`src/rtl/access_control_pkg.sv`:
```
// Shared types for the access_control keypad login block: FSM states,
// LCD prompt codes and the user-table record. The LOCKED state only
// exists when ACCESS_LOCKOUT_EN is defined.
package access_control_pkg;

    typedef enum logic [2:0] {
        ST_IDLE,
        ST_GET_ID,
        ST_GET_PW,
        ST_CHECK,
        ST_GRANTED
`ifdef ACCESS_LOCKOUT_EN
        ,
        ST_LOCKED
`endif
    } state_e;

    localparam logic [1:0] PROMPT_IDLE = 2'd0;
    localparam logic [1:0] PROMPT_ID   = 2'd1;
    localparam logic [1:0] PROMPT_PW   = 2'd2;
    localparam logic [1:0] PROMPT_LOCK = 2'd3;

    typedef struct packed {
        logic        valid;
        logic [15:0] id;
        logic [15:0] pw;
    } user_rec_t;

    localparam int ROM_DEPTH = 4;

    // Fixed credential table, BCD id / BCD password.
    function automatic user_rec_t user_entry(input int idx);
        user_rec_t rec;
        rec = '0;
        case (idx)
            0: rec = '{valid: 1'b1, id: 16'h1234, pw: 16'h0000};
            1: rec = '{valid: 1'b1, id: 16'h2222, pw: 16'h1111};
            2: rec = '{valid: 1'b1, id: 16'h4321, pw: 16'h9876};
            3: rec = '{valid: 1'b1, id: 16'h0007, pw: 16'h5555};
            default: rec = '0;
        endcase
        return rec;
    endfunction

endpackage

```
`src/rtl/access_control_rom.sv`:
```
// access_rom: combinational user-table lookup.
// Ports: i_id, i_pw (BCD, 16b each) in; o_match out.
module access_rom
    import access_control_pkg::*;
#(
    parameter int NUM_USERS = 4
) (
    input  logic [15:0] i_id,
    input  logic [15:0] i_pw,
    output logic        o_match
);

    user_rec_t w_rec;

    always_comb begin
        o_match = 1'b0;
        w_rec   = '0;
        for (int i = 0; i < NUM_USERS; i++) begin
            w_rec = user_entry(i);
            if (w_rec.valid && w_rec.id == i_id && w_rec.pw == i_pw) begin
                o_match = 1'b1;
            end
        end
    end

endmodule

```
`src/rtl/access_control.sv`:
```
// access_control: keypad login FSM (ID, password, check, grant).
// Ports: clk, rst (async active-low), enable, digit_in, digit_valid,
// enter in; access_fb, deny, userid, prompt, digit_cnt out.
// Optional lockout after MAX_TRIES failures: define ACCESS_LOCKOUT_EN.
module access_control
    import access_control_pkg::*;
#(
    parameter int NUM_USERS      = 4,
    parameter int MAX_TRIES      = 3,
    parameter int LOCKOUT_CYCLES = 1000
) (
    input  logic        clk,
    input  logic        rst,
    input  logic        enable,
    input  logic [3:0]  digit_in,
    input  logic        digit_valid,
    input  logic        enter,
    output logic        access_fb,
    output logic        deny,
    output logic [15:0] userid,
    output logic [1:0]  prompt,
    output logic [2:0]  digit_cnt
);

    localparam int FW = $clog2(MAX_TRIES + 1);

    state_e          r_state;
    state_e          w_state_n;
    logic [15:0]     r_id;
    logic [15:0]     r_pw;
    logic [15:0]     r_userid;
    logic [2:0]      r_cnt;
    logic            r_deny;
    logic [FW-1:0]   r_fail;
    logic            w_match;
    logic            w_dig_ok;
    logic            w_enter_ok;

`ifdef ACCESS_LOCKOUT_EN
    localparam int LW = $clog2(LOCKOUT_CYCLES);
    logic [LW-1:0]   r_lock_cnt;
    logic            w_lock_done;
    logic            w_last_fail;

    assign w_lock_done = (r_lock_cnt == LW'(LOCKOUT_CYCLES - 1));
    assign w_last_fail = (r_fail >= FW'(MAX_TRIES - 1));
`endif

    access_rom #(
        .NUM_USERS(NUM_USERS)
    ) u_rom (
        .i_id   (r_id),
        .i_pw   (r_pw),
        .o_match(w_match)
    );

    assign w_dig_ok = digit_valid && (digit_in <= 4'd9)
                      && (r_cnt < 3'd4);
    // A digit pulse, even an ignored one, masks enter that cycle.
    assign w_enter_ok = enter && !digit_valid && (r_cnt == 3'd4);

    always_ff @(posedge clk or negedge rst) begin
        if (!rst) begin
            r_state <= ST_IDLE;
        end else begin
            r_state <= w_state_n;
        end
    end

    always_comb begin
        w_state_n = r_state;
        unique case (r_state)
            ST_IDLE: begin
                if (enable) w_state_n = ST_GET_ID;
            end
            ST_GET_ID: begin
                if (!enable)         w_state_n = ST_IDLE;
                else if (w_enter_ok) w_state_n = ST_GET_PW;
            end
            ST_GET_PW: begin
                if (!enable)         w_state_n = ST_IDLE;
                else if (w_enter_ok) w_state_n = ST_CHECK;
            end
            ST_CHECK: begin
                if (!enable)      w_state_n = ST_IDLE;
                else if (w_match) w_state_n = ST_GRANTED;
`ifdef ACCESS_LOCKOUT_EN
                else if (w_last_fail) w_state_n = ST_LOCKED;
`endif
                else              w_state_n = ST_GET_ID;
            end
            ST_GRANTED: begin
                if (!enable) w_state_n = ST_IDLE;
            end
`ifdef ACCESS_LOCKOUT_EN
            ST_LOCKED: begin
                if (w_lock_done) w_state_n = ST_IDLE;
            end
`endif
            default: w_state_n = ST_IDLE;
        endcase
    end

    always_ff @(posedge clk or negedge rst) begin
        if (!rst) begin
            r_id     <= '0;
            r_pw     <= '0;
            r_userid <= '0;
            r_cnt    <= '0;
            r_deny   <= 1'b0;
            r_fail   <= '0;
`ifdef ACCESS_LOCKOUT_EN
            r_lock_cnt <= '0;
`endif
        end else begin
            r_deny <= 1'b0;
            unique case (r_state)
                ST_GET_ID, ST_GET_PW: begin
                    if (!enable) begin
                        r_id  <= '0;
                        r_pw  <= '0;
                        r_cnt <= '0;
                    end else if (w_dig_ok) begin
                        if (r_state == ST_GET_ID) r_id <= {r_id[11:0], digit_in};
                        else                      r_pw <= {r_pw[11:0], digit_in};
                        r_cnt <= r_cnt + 3'd1;
                    end else if (w_enter_ok) begin
                        r_cnt <= '0;
                    end
                end
                ST_CHECK: begin
                    if (enable && w_match) begin
                        r_userid <= r_id;
                        r_pw     <= '0;
                        r_fail   <= '0;
                    end else begin
                        r_id <= '0;
                        r_pw <= '0;
                        // Leaving via enable-low is a logout, not a failure.
                        if (enable) begin
                            r_deny <= 1'b1;
                            if (r_fail != FW'(MAX_TRIES)) r_fail <= r_fail + 1'b1;
                        end
                    end
                end
                ST_GRANTED: begin
                    if (!enable) begin
                        r_userid <= '0;
                        r_id     <= '0;
                    end
                end
`ifdef ACCESS_LOCKOUT_EN
                ST_LOCKED: begin
                    if (w_lock_done) begin
                        r_lock_cnt <= '0;
                        r_fail     <= '0;
                    end else begin
                        r_lock_cnt <= r_lock_cnt + 1'b1;
                    end
                end
`endif
                default: ;
            endcase
        end
    end

    always_comb begin
        prompt = PROMPT_IDLE;
        unique case (r_state)
            ST_IDLE, ST_CHECK:     prompt = PROMPT_IDLE;
            ST_GET_ID:             prompt = PROMPT_ID;
            ST_GET_PW, ST_GRANTED: prompt = PROMPT_PW;
`ifdef ACCESS_LOCKOUT_EN
            ST_LOCKED:             prompt = PROMPT_LOCK;
`endif
            default:               prompt = PROMPT_IDLE;
        endcase
    end

    assign access_fb = (r_state == ST_GRANTED);
    assign deny      = r_deny;
    assign userid    = r_userid;
    assign digit_cnt = r_cnt;

endmodule
```
`config.mk`:
```
export PLATFORM = sky130hd
export DESIGN_NAME = access_control
export DESIGN_NICKNAME = d
export VERILOG_FILES = /design/src/rtl/access_control_pkg.sv /design/src/rtl/access_control_rom.sv /design/src/rtl/access_control.sv
export SDC_FILE = /design/constraint.sdc
export NUM_CORES = 1
export LEC_CHECK = 0
export ABC_AREA = 1
export CELL_PAD_IN_SITES_DETAIL_PLACEMENT = 0
export CELL_PAD_IN_SITES_GLOBAL_PLACEMENT = 1
export CORE_AREA = 10 10 95 97
export DETAILED_ROUTE_END_ITERATION = 8
export DIE_AREA = 0 0 105 107
export PLACE_DENSITY = 0.83
export SETUP_SLACK_MARGIN = 0.02
export SYNTH_ARGS = -nofsm -noshare
export SYNTH_HDL_FRONTEND = slang
export SYNTH_SLANG_ARGS = --single-unit
```
`constraint.sdc`:
```
create_clock -name clk -period 2.2 [get_ports clk]
set_input_delay 0.66 -clock clk [delete_from_list [all_inputs] [get_ports clk]]
set_output_delay 0.66 -clock clk [all_outputs]
set_load 0.05 [all_outputs]
```
# == Word level (Yosys, flattened, before mapping) ==
# Index checks and enable logic that the tools add are counted.
# totals
inputBits,9
wordCells,85
register_bits,55
# op_classes
order_cmp,2
reduce_logical,22
mux,32
n_addsub,1
n_eq_ne,22
# ops
op,count
2-to-1 mux 16 bit,9
case mux 16 bit (2 select lines),2
case mux 16 bit (3 select lines),1
2-to-1 mux 3 bit,11
"equality test 13 x 16 -> 1 bit, first input constant",2
"equality test 15 x 16 -> 1 bit, first input constant",2
"equality test 14 x 16 -> 1 bit, first input constant",1
"equality test 16 bit, first input constant",1
"equality test 3 x 16 -> 1 bit, first input constant",1
zero test 16 bit,1
"!= test 3 bit, second input constant",5
case mux 3 bit (5 select lines),1
logical AND 1 bit,9
"!= test 2 bit, second input constant",4
2-to-1 mux 1 bit,7
"equality test 3 x 2 -> 1 bit, second input constant",2
"equality test 3 bit, second input constant",2
AND reduction 3 bit,2
AND reduction 5 bit,1
"less-or-equal comparator 4 bit, second input constant",1
case mux 2 bit (2 select lines),1
AND reduction 4 bit,1
nonzero test 2 bit,2
OR reduction 2 bit,2
8 further kinds,8

# == Depth between registers and ports, before layout ==
# Gate-level depths: netlist of the first run.
# logic_depth
word_depth,9
depth_mapped,13

# == By module ==
# Synthesis of the first run repeated with hierarchy kept, for this count alone.
# hier_totals
cells_unflattened,405
hier_area_um2,3027.9
# modules_own_cells
module,seq_area_each_um2,cells_each,instances,area_per_inst_um2
access_control,1376.3,306,1,2633.8
access_rom,0.0,99,1,394.1

# == Worst setup path after synthesis of the first run ==
# No wires, ideal clock.
# synth_path
kind,input port to flip-flop
from,input enable
to,"register r_userid[0], in the netlist userid[0]"
stages,8
setup_time_ns,0.120
path_slack_ns,0.366
arrival_ns,1.714
cell_sequence,buf_2 -> inv_2 -> nor2_1 -> nand2_2 -> buf_4 -> buf_6 -> nand3_1 -> nand2_1
# synth_between
elab_chain_cells,3
word_cells_on_any_way,4
# synth_rtl
item,line_no,text
start: declaration,access_control.sv:14,"input logic enable,"
logical AND 1 bit,access_control.sv:132,if (enable && w_match) begin
!= test 2 bit (no line),--,
AND reduction 3 bit (no line) *,--,
end signal: assignment,access_control.sv:133,r_userid <= r_id;
end: declaration,access_control.sv:31,logic [15:0] r_userid;
# Every way passes the cells marked *; elsewhere a longest branch is shown, timed or not.
# A chain may end at the register's enable or synchronous reset.

# == Worst setup path in the final report of the first run ==
# layout_path
from,"register r_userid[7], in the netlist userid[7]"
to,output userid[7]
# layout_rtl
item,line_no,text
end: declaration,access_control.sv:20,"output logic [15:0] userid,"
# No word-level cell between the ends.

==> results of run 1 <==
-- placed cells by master (no fill, tap or decap), drive strengths merged, types with 3 or more instances in the layout --
cell	instances
o21ai	7
nor3	8
nand3	47
nand4	3
nor2	82
buf	30
inv	38
clkdlybuf4s50	12
a31oi	3
a21oi	16
dfrtp	55
clkbuf	6
nand2	117
dlymetal6s2s	4
-- registers in the layout, summed over array words and instances (netlist names) --
| name | flops |
|---|---|
| r_state | 3 |
| digit_cnt | 3 |
| userid | 16 |
| r_id | 16 |
| deny | 1 |
| r_pw | 16 |
-- Yosys cell counts (2+ instances only) --
cell	instances
buf_2	5
buf_6	3
clkbuf_1	5
nand2_1	111
o21ai_0	4
ha_1	2
inv_1	31
o21ai_1	3
nor2_1	81
nand3_1	46
dfrtp_1	55
inv_2	6
nor3_1	8
nand2_2	6
nand4_1	3
a31oi_1	3
a21oi_1	15
-- area by class of cell --
| type | instances | area (um^2) |
|---|---|---|
| flip-flops and latches | 55 | 1380 |
| clock inverters | 2 | 38.8 |
| repair buffers | 46 | 455 |
| multi-input cells | 287 | 1270 |
| clock buffers | 6 | 82.6 |
| fillers | 756 | 3650 |
| inverters | 38 | 143 |
| well taps | 99 | 124 |
-- cell families after synthesis --
kind of cell / count (synthesis) / synth area share, %
simple gates: 257 / 37.2
flops: 55 / 47.9
buf+inv: 52 / 7.93
compound gates: 28 / 6.06
fa+ha+maj: 2 / 0.871
-- metal layers --
layer  vias up  track usage, %  part of all wire (%)
met5         -               0                     0
met4         0            3.14                  0.92
met3         7            2.51                   3.1
met2        27            21.4                    49
met1      1184            16.4                    47
li1       1318               -                     -
-- worst register-to-register path, cell delays in order, from the launching register on --
cell	delay [ps]
dfrtp_1	430
nor2_1	220
nand2_1	80
nor2_1	160
nand2_1	80
nor2_1	110
nor2_1	70
nand2_2	130
nand2_2	160
nand2_2	300
nand2_1	90
nand2_1	70
-- per-stage QoR --
stage | std cells | instance area [um^2] | setup TNS (ps) | hold slack [ps]
after global routing | 533 | 3490 | 0 | 330
after detailed placement | 525 | 3360 | -436 | 486
after floorplan | 394 | 2870 | 0 | 364
final | 533 | 3490 | 0 | 323
after CTS | 533 | 3480 | 0 | 345
after global placement | 525 | 3360 | 0 | 481
-- final timing paths --
path / startpoint / end / slack [ps] / cells after the start
max: userid[7]$_DFFE_PN0P_ / userid[7] / 60 / 1
max reg2reg: r_pw[11]$_DFFE_PN0P_ / r_id[12]$_DFFE_PN0P_ / 260 / 11
min reg2reg: userid[6]$_DFFE_PN0P_ / userid[6]$_DFFE_PN0P_ / 490 / 2
min in group clk: userid[6]$_DFFE_PN0P_ / userid[6]$_DFFE_PN0P_ / 490 / 2
max in group asynchronous: rst / userid[1]$_DFFE_PN0P_ / 1610 / 2
min: rst / r_pw[10]$_DFFE_PN0P_ / 320 / 2
-- where the power goes --
| group | leakage [nW] | internal, mW | switching (mW) | total [mW] |
|---|---|---|---|---|
| logic | 1.04 | 0.574 | 0.992 | 1.57 |
| clock network | 0.0618 | 0.375 | 0.346 | 0.721 |
| registers | 0.694 | 1.29 | 0.308 | 1.60 |
| total | 1.79 | 2.24 | 1.65 | 3.88 |
==> impl_metrics.toml, run 1 <==
[run_status]
outcome = "finished, final reports clean"

[critical_path]
required_ps = 1540
cpMaxStageDelayCell = "clkdlybuf4s50_1"
crit_path_cell_trace = "clkdlybuf4s50_1"
path_buf_inv = 1
worstPathMaxFanout = 2
crit_type = "flip-flop to primary output"
path_delay_family = "buffers and inverters"
critical_path.max_stage_delay_ps = 810
crit_arrival_ps = 1480
cp-end-kind = "primary output"
worst_setup_path_start_kind = "flip-flop"

[route]
via_per_inst = 4.76
num_vias = 2536
drc = 0
wire_per_inst_um = 13.0
dr.first_iter.drc_count = 116
antenna_left = 0
routed_wl_um = 6920
dr.pass1.iters = 4

[grt]
grt_pass1_vias = 2496
antenna_found_initial = 0
grt-ovfl-total = 0
grt_pass1_wl_um = 12100
grt_use_total_pct = 12.7
grt_max_degree = 56

[timing]
tightest_slew_ps = 512
finalMaxSlewViolations = 0
layout_min_cycle_time_ps = 2140
worst_slack_ps = 64.1
setup_viol = 0
fmax_mhz = 468
grt_setup_unrepaired = "no"
hold_violations = 0
slew_headroom_pct = 65.8
fin_skew_ps = 4.76
period_share_pct = 97.1

[cells_and_area]
syn2layout_area_growth_pct = 21.4
fin_util_pct = 48.9
layout-drive-gt1-share_pct = 12.4
antenna_cells = 0
nNetsFinal = 444

[logic_synthesis]
ys_seq_elements = 55
synth-warning-count = 0
synth-edff-count = 0
ys_types = 24
synth.avg_cell_area_um2 = 7.29
async_flop_share_pct = 100
synth_nets = 405
synth_seq_area_share_pct = 47.9
synth_largest_area_cell = "dfrtp_1"
synth_ff_type = "dfrtp_1"
synthTopCellsByArea = "dfrtp_1 48%, nand2_1 15%, nor2_1 11%"
syn_inst = 394
synth_area_um2 = 2870
yosysTopAreaCellShare_pct = 47.9

[clocking]
htreeDepth = 2
holdBufCountCts = 0
root_buffer = "clkbuf_8"
cts_made_buffers = 5
cts_tree = "built"
cts_max_path_buffers = 2
insertion_delay_ps = 310
cts_num_sinks = 55
ctsResizeCount = 0
clk_pin_slew_ps = 100
post-cts-setup-buffer-count = 0

[run]
cap_violations = 0

[floorplanning]
ioPinCount = 32
placementRows = 31
initial_core_util_pct = 40.2
dieArea_um2 = 11200
die_w_um = 105
die_y_um = 107
core_area_um2 = 7140

[hold_path]
min_path_type = "primary input to async pin"

[placement]
post-dp-hpwl_um = 5130
port_buffers = 31
globalplace.congestion = 0.856
pre_cts_ws_ps = -36.0

[power_and_ir_drop]
powerDensity_nw_per_um2 = 1110
p_leak_nw = 1.79
power_mw = 3.88
ir_drop_v = 0.000533
Note: power is estimated with default switching activity, not from simulation.
==> inputs of run 2 (changes only) <==
- HOLD_SLACK_MARGIN: not set -> 0.02
- clock period: 2.2 -> 2 ns (I/O delays scaled with it)
==> impl_metrics.toml, run 2 (synthesis gave the netlist of run 1 again) <==
[route]
routed_wl_um = 7070
dr.pass1.iters = 4
via_per_inst = 4.80
num_vias = 2580
dr.first_iter.drc_count = 124
antenna_left = 0
drc = 0
wire_per_inst_um = 13.1

[cells_and_area]
nNetsFinal = 449
final_common_cell = "nand2_1"
syn2layout_area_growth_pct = 23.5
fin_area_um2 = 3550
fillers = 744
layout-drive-gt1-share_pct = 16.9
antenna_cells = 0
fin_util_pct = 49.7
most-common-layout-cells = "110 x nand2_1, 78 x nor2_1, 53 x dfrtp_1, 46 x nand3_1, 36 x buf_4"

[grt]
grt_pass1_wl_um = 12100
antenna_found_initial = 0
grt-ovfl-total = 0
grt_use_total_pct = 12.9
grt_max_degree = 56
grt_pass1_vias = 2532

[power_and_ir_drop]
ir_drop_v = 0.000745
p_leak_nw = 1.80
power_mw = 4.49
powerDensity_nw_per_um2 = 1270

[timing]
hold_violations = 0
slew_headroom_pct = 78.5
setup_viol = 0
tightest_slew_ps = 321
fin_skew_ps = 13.4
fmax_mhz = 532
period_share_pct = 93.9
layout_min_cycle_time_ps = 1880
grt_setup_unrepaired = "no"
finalMaxSlewViolations = 0

[run]
cap_violations = 0

[critical_path]
path_delay_family = "buffers and inverters"
required_ps = 1400
cpMaxStageDelayCell = "dfrtp_1"
path_buf_inv = 3
crit_type = "flip-flop to primary output"
worst_setup_path_start_kind = "flip-flop"
crit_arrival_ps = 1280
worstPathMaxFanout = 7
crit_path_cell_trace = "inv_2, nand3_1, inv_1, buf_12"
critical_path.max_stage_delay_ps = 420
cp-end-kind = "primary output"

[placement]
postPlaceCellArea_um2 = 3400
port_buffers = 31
post-dp-hpwl_um = 5150
globalplace.congestion = 0.865

[floorplanning]
ioPinCount = 32
die_w_um = 105
initial_core_util_pct = 40.2
dieArea_um2 = 11200
die_y_um = 107
core_area_um2 = 7140
placementRows = 31

[hold_path]
min_path_type = "primary input to async pin"

[clocking]
cts_num_sinks = 55
clk_pin_slew_ps = 100
insertion_delay_ps = 310
cts_tree = "built"
cts_made_buffers = 5
cts_max_path_buffers = 2
htreeDepth = 2
root_buffer = "clkbuf_8"

[run_status]
outcome = "finished, final reports clean"
[run 2: cell count changes in the layout (fill, tap and decap cells not counted), sizes merged]
cell / change
buf: +14
clkdlybuf4s50: -5
dlymetal6s2s: -4
bufinv: +1
inv: -1
[run 2: report_power, final]
| group | internal (mW) | switching, mW | leakage [nW] |
|---|---|---|---|
| Sequential | 1.42 | 0.359 | 0.692 |
| Clock | 0.501 | 0.363 | 0.0654 |
| Combinational | 0.711 | 1.13 | 1.05 |
| Total | 2.63 | 1.85 | 1.80 |
[run 2: worst reg2reg max path, delay by kind of cell (launching register included)]
| kind | cells | cell delay, ps |
|---|---|---|
| AND/OR/NAND/NOR | 10 | 1030 |
| flip-flops | 1 | 430 |
| buffers and inverters | 1 | 220 |
[run 2: routing by layer]
metal,vias to the layer above,part of all wire (%),wire (um),GRT usage (%)
li1,1324,-,-,-
met4,0,1.2,84,4.02
met1,1202,46,3280,16.6
met2,47,49,3430,21.6
met3,7,3.8,267,2.16
met5,-,0,0,0
[run 2: path summary, 6_finish.rpt]
path / startpoint / to / slack (ps) / cells after the start
worst max-delay path: r_state[2]$_DFFE_PN0P_ / prompt[0] / 120 / 4
worst min-delay path: rst / r_pw[11]$_DFFE_PN0P_ / 280 / 2
worst max register to register: r_id[3]$_DFFE_PN0P_ / r_id[8]$_DFFE_PN0P_ / 220 / 11
worst min register to register: userid[7]$_DFFE_PN0P_ / userid[7]$_DFFE_PN0P_ / 500 / 2
max in group asynchronous: rst / userid[8]$_DFFE_PN0P_ / 1470 / 2
min in group clk: userid[7]$_DFFE_PN0P_ / userid[7]$_DFFE_PN0P_ / 500 / 2
[run 2: area by class of cell]
cell class | instances | area [um^2] | share of cell area (%)
timing repair buffer | 51 | 485 | 13.7
tap | 99 | 124 | 3.49
clock buffer | 6 | 72.6 | 2.05
inverter | 38 | 143 | 4.02
clock inverter | 2 | 60.1 | 1.69
multi-input combinational | 287 | 1280 | 36.2
sequential | 55 | 1380 | 38.9
[run 2: stage by stage]
step / TNS [ps] / worst slack, ps / instances / hold WS, ps
after global routing: 0 / 27.9 / 538 / 292
after floorplan: 0 / 185 / 394 / 304
after global placement: -4700 / -175 / 530 / 485
final: 0 / 122 / 538 / 277
after CTS: 0 / 31.2 / 538 / 283
after detailed placement: -4610 / -167 / 530 / 485
[run 2: timing repair]
item                                    4_1_cts  5_1_grt
resized for setup                             2        6
buffers inserted                              0        0
endpoints found under the setup margin        2       25
hold buffers                                  0        0
cloned                                        0        0
